==> config.mk <==
export PLATFORM = sky130hd
export DESIGN_NAME = alu_arb_seq_flat
export DESIGN_NICKNAME = d
export VERILOG_FILES = /design/src/rtl/alu_arb_seq_if.sv /design/src/rtl/alu_arb_seq.sv /design/src/flat_wrapper.sv
export SDC_FILE = /design/constraint.sdc
export NUM_CORES = 1
export LEC_CHECK = 0
export CORE_ASPECT_RATIO = 1.25
export CORE_MARGIN = 4
export CORE_UTILIZATION = 52
export CTS_BUF_LIST = sky130_fd_sc_hd__clkbuf_16
export CTS_CLUSTER_DIAMETER = 30
export DETAILED_ROUTE_END_ITERATION = 12
export HOLD_SLACK_MARGIN = 0.1
export MAX_ROUTING_LAYER = met4
export PLACE_DENSITY = 0.82
export SKIP_CTS_REPAIR_TIMING = 1
export SYNTH_ARGS = -nofsm -noshare
export SYNTH_HDL_FRONTEND = slang
export SYNTH_SLANG_ARGS = --single-unit
==> constraint.sdc <==
create_clock -name clk -period 6.04 [get_ports clk]
set_input_delay 1.51 -clock clk [delete_from_list [all_inputs] [get_ports clk]]
set_output_delay 1.51 -clock clk [all_outputs]
set_load 0.005 [all_outputs]
==> src/rtl/alu_arb_seq_if.sv <==
// Command/response bundle for alu_arb_seq: two packed requesters in, one shared response out.
// The master modport is the requester/sink side; slave is the ALU itself.
interface alu_arb_seq_if;
   logic [1:0] req_valid;
   logic [1:0] req_ready;
   logic [5:0] req_op;
   logic [7:0] req_a;
   logic [7:0] req_b;
   logic       rsp_valid;
   logic       rsp_ready;
   logic       rsp_id;
   logic [7:0] rsp_y;
   logic       rsp_c;
   logic       rsp_z;
   logic       rsp_err;
   logic       busy;

   modport master (
      output req_valid, req_op, req_a, req_b, rsp_ready,
      input  req_ready, rsp_valid, rsp_id, rsp_y, rsp_c, rsp_z, rsp_err, busy
   );

   modport slave (
      input  req_valid, req_op, req_a, req_b, rsp_ready,
      output req_ready, rsp_valid, rsp_id, rsp_y, rsp_c, rsp_z, rsp_err, busy
   );
endinterface

==> src/rtl/alu_arb_seq.sv <==
// Two-requester round-robin 4-bit ALU with a single command in flight.
// Define ALU_ARB_SEQ_MUL_EN to build the 4-cycle shift-add multiplier; otherwise opcode 110 is illegal.
module alu_arb_seq (
   input logic         clk,
   input logic         rst,
   alu_arb_seq_if.slave bus
);

   typedef enum logic [1:0] {IDLE, EXEC, MUL, RESP} state_t;

   state_t     state;
   logic       lastGrant;
   logic       grantIdx;
   logic       grantValid;
   logic [2:0] selOp;
   logic [3:0] selA;
   logic [3:0] selB;

   logic [2:0] opReg;
   logic [3:0] aReg;
   logic [3:0] bReg;
   logic       idReg;

   logic       rspValid;
   logic [7:0] rspY;
   logic       rspC;
   logic       rspZ;
   logic       rspErr;
   logic       rspId;

   logic [7:0] aluY;
   logic       aluC;
   logic       aluErr;
   logic [4:0] aluWide;

`ifdef ALU_ARB_SEQ_MUL_EN
   logic [1:0] mulCnt;
   logic [7:0] mulAcc;
   logic [7:0] mulMcand;
   logic [3:0] mulMplier;
   logic [7:0] mulSum;

   // One partial product per cycle: multiplicand walks left, multiplier walks right.
   assign mulSum = mulAcc + (mulMplier[0] ? mulMcand : 8'h00);
`endif

   // Contention goes to whoever was not granted last; a lone requester always wins.
   always_comb begin
      grantIdx = 1'b0;
      if (bus.req_valid == 2'b11) begin
         grantIdx = ~lastGrant;
      end else if (bus.req_valid[1]) begin
         grantIdx = 1'b1;
      end
   end

   assign grantValid    = (state == IDLE) && !rst && (bus.req_valid != 2'b00);
   assign bus.req_ready = grantValid ? (grantIdx ? 2'b10 : 2'b01) : 2'b00;

   assign selOp = grantIdx ? bus.req_op[5:3] : bus.req_op[2:0];
   assign selA  = grantIdx ? bus.req_a[7:4]  : bus.req_a[3:0];
   assign selB  = grantIdx ? bus.req_b[7:4]  : bus.req_b[3:0];

   // Single-cycle ops; anything not listed (reserved, or MUL when not built) is an error.
   always_comb begin
      aluY    = 8'h00;
      aluC    = 1'b0;
      aluErr  = 1'b0;
      aluWide = 5'd0;
      case (opReg)
         3'b000: begin
            aluWide = {1'b0, aReg} + {1'b0, bReg};
            aluY    = {4'h0, aluWide[3:0]};
            aluC    = aluWide[4];
         end
         3'b001: begin
            aluWide = {1'b0, aReg} - {1'b0, bReg};
            aluY    = {4'h0, aluWide[3:0]};
            aluC    = aluWide[4];
         end
         3'b010:  aluY = {4'h0, aReg & bReg};
         3'b011:  aluY = {4'h0, aReg | bReg};
         3'b100:  aluY = {4'h0, aReg ^ bReg};
         3'b101:  aluY = {4'h0, ~(aReg | bReg)};
         default: aluErr = 1'b1;
      endcase
   end

   always_ff @(posedge clk or posedge rst) begin
      if (rst) begin
         state     <= IDLE;
         lastGrant <= 1'b1;
         opReg     <= 3'd0;
         aReg      <= 4'h0;
         bReg      <= 4'h0;
         idReg     <= 1'b0;
         rspValid  <= 1'b0;
         rspY      <= 8'h00;
         rspC      <= 1'b0;
         rspZ      <= 1'b0;
         rspErr    <= 1'b0;
         rspId     <= 1'b0;
`ifdef ALU_ARB_SEQ_MUL_EN
         mulCnt    <= 2'd0;
         mulAcc    <= 8'h00;
         mulMcand  <= 8'h00;
         mulMplier <= 4'h0;
`endif
      end else begin
         case (state)
            IDLE: begin
               if (grantValid) begin
                  lastGrant <= grantIdx;
                  idReg     <= grantIdx;
                  opReg     <= selOp;
                  aReg      <= selA;
                  bReg      <= selB;
`ifdef ALU_ARB_SEQ_MUL_EN
                  mulCnt    <= 2'd0;
                  mulAcc    <= 8'h00;
                  mulMcand  <= {4'h0, selA};
                  mulMplier <= selB;
                  state     <= (selOp == 3'b110) ? MUL : EXEC;
`else
                  state     <= EXEC;
`endif
               end
            end
            EXEC: begin
               rspY     <= aluY;
               rspC     <= aluC;
               rspErr   <= aluErr;
               rspZ     <= (aluY == 8'h00) && !aluErr;
               rspId    <= idReg;
               rspValid <= 1'b1;
               state    <= RESP;
            end
`ifdef ALU_ARB_SEQ_MUL_EN
            MUL: begin
               mulAcc    <= mulSum;
               mulMcand  <= mulMcand << 1;
               mulMplier <= mulMplier >> 1;
               mulCnt    <= mulCnt + 2'd1;
               if (mulCnt == 2'd3) begin
                  rspY     <= mulSum;
                  rspC     <= 1'b0;
                  rspErr   <= 1'b0;
                  rspZ     <= (mulSum == 8'h00);
                  rspId    <= idReg;
                  rspValid <= 1'b1;
                  state    <= RESP;
               end
            end
`endif
            RESP: begin
               if (bus.rsp_ready) begin
                  rspValid <= 1'b0;
                  state    <= IDLE;
               end
            end
            default: state <= IDLE;
         endcase
      end
   end

   assign bus.rsp_valid = rspValid;
   assign bus.rsp_y     = rspY;
   assign bus.rsp_c     = rspC;
   assign bus.rsp_z     = rspZ;
   assign bus.rsp_err   = rspErr;
   assign bus.rsp_id    = rspId;
   assign bus.busy      = (state != IDLE);

endmodule
==> src/flat_wrapper.sv <==
// flat-port wrapper written by rule: the top's interface ports become plain ports
module alu_arb_seq_flat 
  (clk, rst, bus_req_valid, bus_req_op, bus_req_a, bus_req_b, bus_rsp_ready, bus_req_ready, bus_rsp_valid, bus_rsp_id, bus_rsp_y, bus_rsp_c, bus_rsp_z, bus_rsp_err, bus_busy);
  alu_arb_seq_if bus_i ();
  input logic clk;
  input logic rst;
  input wire logic [$bits(bus_i.req_valid)-1:0] bus_req_valid;
  input wire logic [$bits(bus_i.req_op)-1:0] bus_req_op;
  input wire logic [$bits(bus_i.req_a)-1:0] bus_req_a;
  input wire logic [$bits(bus_i.req_b)-1:0] bus_req_b;
  input wire logic [$bits(bus_i.rsp_ready)-1:0] bus_rsp_ready;
  output wire logic [$bits(bus_i.req_ready)-1:0] bus_req_ready;
  output wire logic [$bits(bus_i.rsp_valid)-1:0] bus_rsp_valid;
  output wire logic [$bits(bus_i.rsp_id)-1:0] bus_rsp_id;
  output wire logic [$bits(bus_i.rsp_y)-1:0] bus_rsp_y;
  output wire logic [$bits(bus_i.rsp_c)-1:0] bus_rsp_c;
  output wire logic [$bits(bus_i.rsp_z)-1:0] bus_rsp_z;
  output wire logic [$bits(bus_i.rsp_err)-1:0] bus_rsp_err;
  output wire logic [$bits(bus_i.busy)-1:0] bus_busy;
  assign bus_i.req_valid = bus_req_valid;
  assign bus_i.req_op = bus_req_op;
  assign bus_i.req_a = bus_req_a;
  assign bus_i.req_b = bus_req_b;
  assign bus_i.rsp_ready = bus_rsp_ready;
  assign bus_req_ready = bus_i.req_ready;
  assign bus_rsp_valid = bus_i.rsp_valid;
  assign bus_rsp_id = bus_i.rsp_id;
  assign bus_rsp_y = bus_i.rsp_y;
  assign bus_rsp_c = bus_i.rsp_c;
  assign bus_rsp_z = bus_i.rsp_z;
  assign bus_rsp_err = bus_i.rsp_err;
  assign bus_busy = bus_i.busy;
  alu_arb_seq u_core (.clk(clk), .rst(rst), .bus(bus_i));
endmodule
==> flow_summary.toml <==
[pwr]
leakage_nw = 0.9738
ir_drop_mv = 0.2624
p_per_area_nw_per_um2 = 485.4

[floorplanning]
die-width_um = 57.99
initial_core_util_pct = 54.63
die_h_um = 70.48
core_um2 = 2973
ios = 43
die-area_um2 = 4087
row_count = 22

[synthesis]
netlist_area_um2 = 1624
synth_ff_type = "dfrtp_1"
synth_cell_type_count = 41
async_reset_ff_share_pct = 100.0
synth_top_family_by_area = "simple AND/OR/NAND/NOR gates"
synth_mux_area_share_pct = 9.476
synthSimpleGateAreaFrac_pct = 17.49
synth_fa_ha_area_share_pct = 11.71
synth_edf_count = 0
ys_seq_area_share_pct = 37.06
synth_compound_area_share_pct = 14.25
synth_seq_cells = 24
syn_area_per_cell_um2 = 9.175
synthCells = 177
synth_warnings = 0
synth-xor-area-share_pct = 1.079

[grt]
grt_pass1_wl_um = 5347
track_usage_pct = 17.07
grt_start_max_net_pins = 28
antenna_found_initial = 0
grt_pass1_vias = 1276
overflow = 0

[run_status]
status = "completed"

[routing]
routed_wl_um = 3152
drt-pass1-iter-count = 4
ant_nets = 0
wire_per_inst_um = 12.71
drc = 0
viasPerCell = 5.202
dr_total_vias = 1290
drtIter0Drc = 32

[flow_run]
maxCapViolations = 0

[sta]
worst_pin_slew_ps = 883.3
hold_viol = 0
tns_ps = 0
report.final.slew_viol_count = 0
fin_skew_ps = 4.382
max_freq_mhz = 217.9
fin_crit_sh_pct = 75.99
setup_viol = 0
rsz0062_at_grt = "no"
fin_crit_ps = 4590
slew-limit-headroom_pct = 41.05
hold_slack_ps = 460.1

[critical_path]
startpoint = "bus_req_valid[1]"
critPathArrivalTime_ps = 3080
crit_top_cell = "clkdlybuf4s50_1"
crit_slowest_cell = "clkdlybuf4s50_1"
critPathKind = "input pin to output pin"
reg2reg_from = "u_core.bReg[0]"
max_stage_delay_ps = 490
crit_path_max_fanout = 13
cp-end-kind = "output pin"
cp-start-kind = "input pin"
ff2ff_setup_slack_ps = 3870
required_ps = 4530
path_cells = "clkdlybuf4s50_1, a21boi_1, buf_4, nand2b_1, inv_1, clkdlybuf4s50_1"

[finish]
area_delta_synth_final_pct = 29.28
postLayoutCoreUtil_pct = 70.62
finish.instance_area_um2 = 2100
num-fill-cells = 238
fin_nets = 254
seqCellArea_um2 = 601.8
multi_input_area_um2 = 892.1
drive_gt1_share_pct = 7.075
fin_cells = 248
num_antenna_cells = 0

[placed_design]
place_congestion = 0.8971
numPortBuffers = 38
detailed_place_hpwl_um = 2517
dp.cells = 244
postPlaceCellArea_um2 = 1994

[clock_network]
clockBufferDepth = 2
path_clk_slew_ps = 60
cts_tree = "yes"
cts.htree.levels = 1
clockRootBuffer = "clkbuf_16"
cts_sinks = 24
cts_buffers = 3
clock_latency_ps = 260

[min_path]
hp-start = "u_core.lastGrant"
hold_path.class = "flop to flop"
## layout by cell type (no fill, tap or decap), drive strengths merged, types with 2 or more instances in the layout
master         count
nor4b              2
inv               16
and3b              2
nor3               2
mux2               3
nor2               7
conb               4
a21oi              5
clkdlybuf4s50     38
o21ai             22
or4                2
nand2             27
a21boi             2
ha                12
clkbuf             3
nand2b             2
or3                2
dfrtp             23
nor2b              2
nor3b              2
a221oi             2
fa                 2
mux2i             12
buf                2
nand3              3
xnor2              2
## state kept, by name (all words and copies together), names as in the netlist, 2 cells and up
signal            count
u_core.bus.rsp_y      4
u_core.aReg           4
u_core.bReg           4
u_core.opReg          3
u_core.state          2
## final timing paths
path                            cells after the start             endpoint
worst max-delay path                                6     bus_req_ready[1]
worst min-delay path                                2     u_core.lastGrant
worst max register to register                      8     u_core.bus.rsp_z
worst min register to register                      2     u_core.lastGrant
max in group asynchronous                           2  u_core.bus.rsp_y[1]
min in group asynchronous                           2         u_core.idReg
## logic make-up (layout without fill, tap and decap cells)
kind of cell / count (synthesis) / in the layout
compound gates: 38 / 38
xor+xnor: 2 / 2
buf+inv: 28 / 60
simple gates: 55 / 55
fa+ha+maj: 14 / 14
other cells: 1 / 4
mux: 15 / 15
flops: 24 / 24
## cells in the mapped netlist (all sizes together) (3+ instances only)
library cell | number | share of area, %
nand2 | 27 | 6.2
a21oi | 5 | 1.5
nand3 | 3 | 0.92
o21ai | 22 | 6.8
dfrtp | 23 | 35
clkbuf | 3 | 0.69
mux2 | 3 | 2.1
mux2i | 12 | 7.4
nor2 | 7 | 1.6
ha | 12 | 9.2
buf | 9 | 4.3
inv | 16 | 3.7
## power breakdown
group	internal [mW]	leakage, nW	switching, mW	total, mW
clock	0.132	0.0511	0.0586	0.190
combinational	0.260	0.624	0.252	0.512
sequential	0.234	0.299	0.0821	0.316
## critical path, delay by kind of cell
kind	cells	cell delay, ps
buf+inv	4	1270
compound gates	1	170
simple gates	1	120
## stage by stage
step                      power (mW)  worst slack, ps
final                          1.019             1450
after global routing           1.107             1332
after CTS                      1.028             1441
after detailed placement      0.8337             1451
after global placement        0.8190             1491
after floorplan               0.6907             2332
## per-layer routing
layer | wire (um) | vias up | GRT usage [%] | part of all wire, %
met1 | 1264 | 584 | 18.18 | 40
li1 | - | 666 | - | -
met5 | 0 | - | - | 0
met4 | 65 | 0 | 7.732 | 2.1
met3 | 169 | 6 | 3.142 | 5.4
met2 | 1651 | 34 | 29.90 | 52
## final cells by class
type | instances | area share, %
Clock buffer | 3 | 3.576
Clock inverter | 1 | 1.430
Inverter | 16 | 2.861
Multi-Input combinational cell | 128 | 42.49
Sequential cell | 24 | 28.67
Tap cell | 36 | 2.145
Timing Repair Buffer | 40 | 18.83
Power figures use the tool's default switching activity.
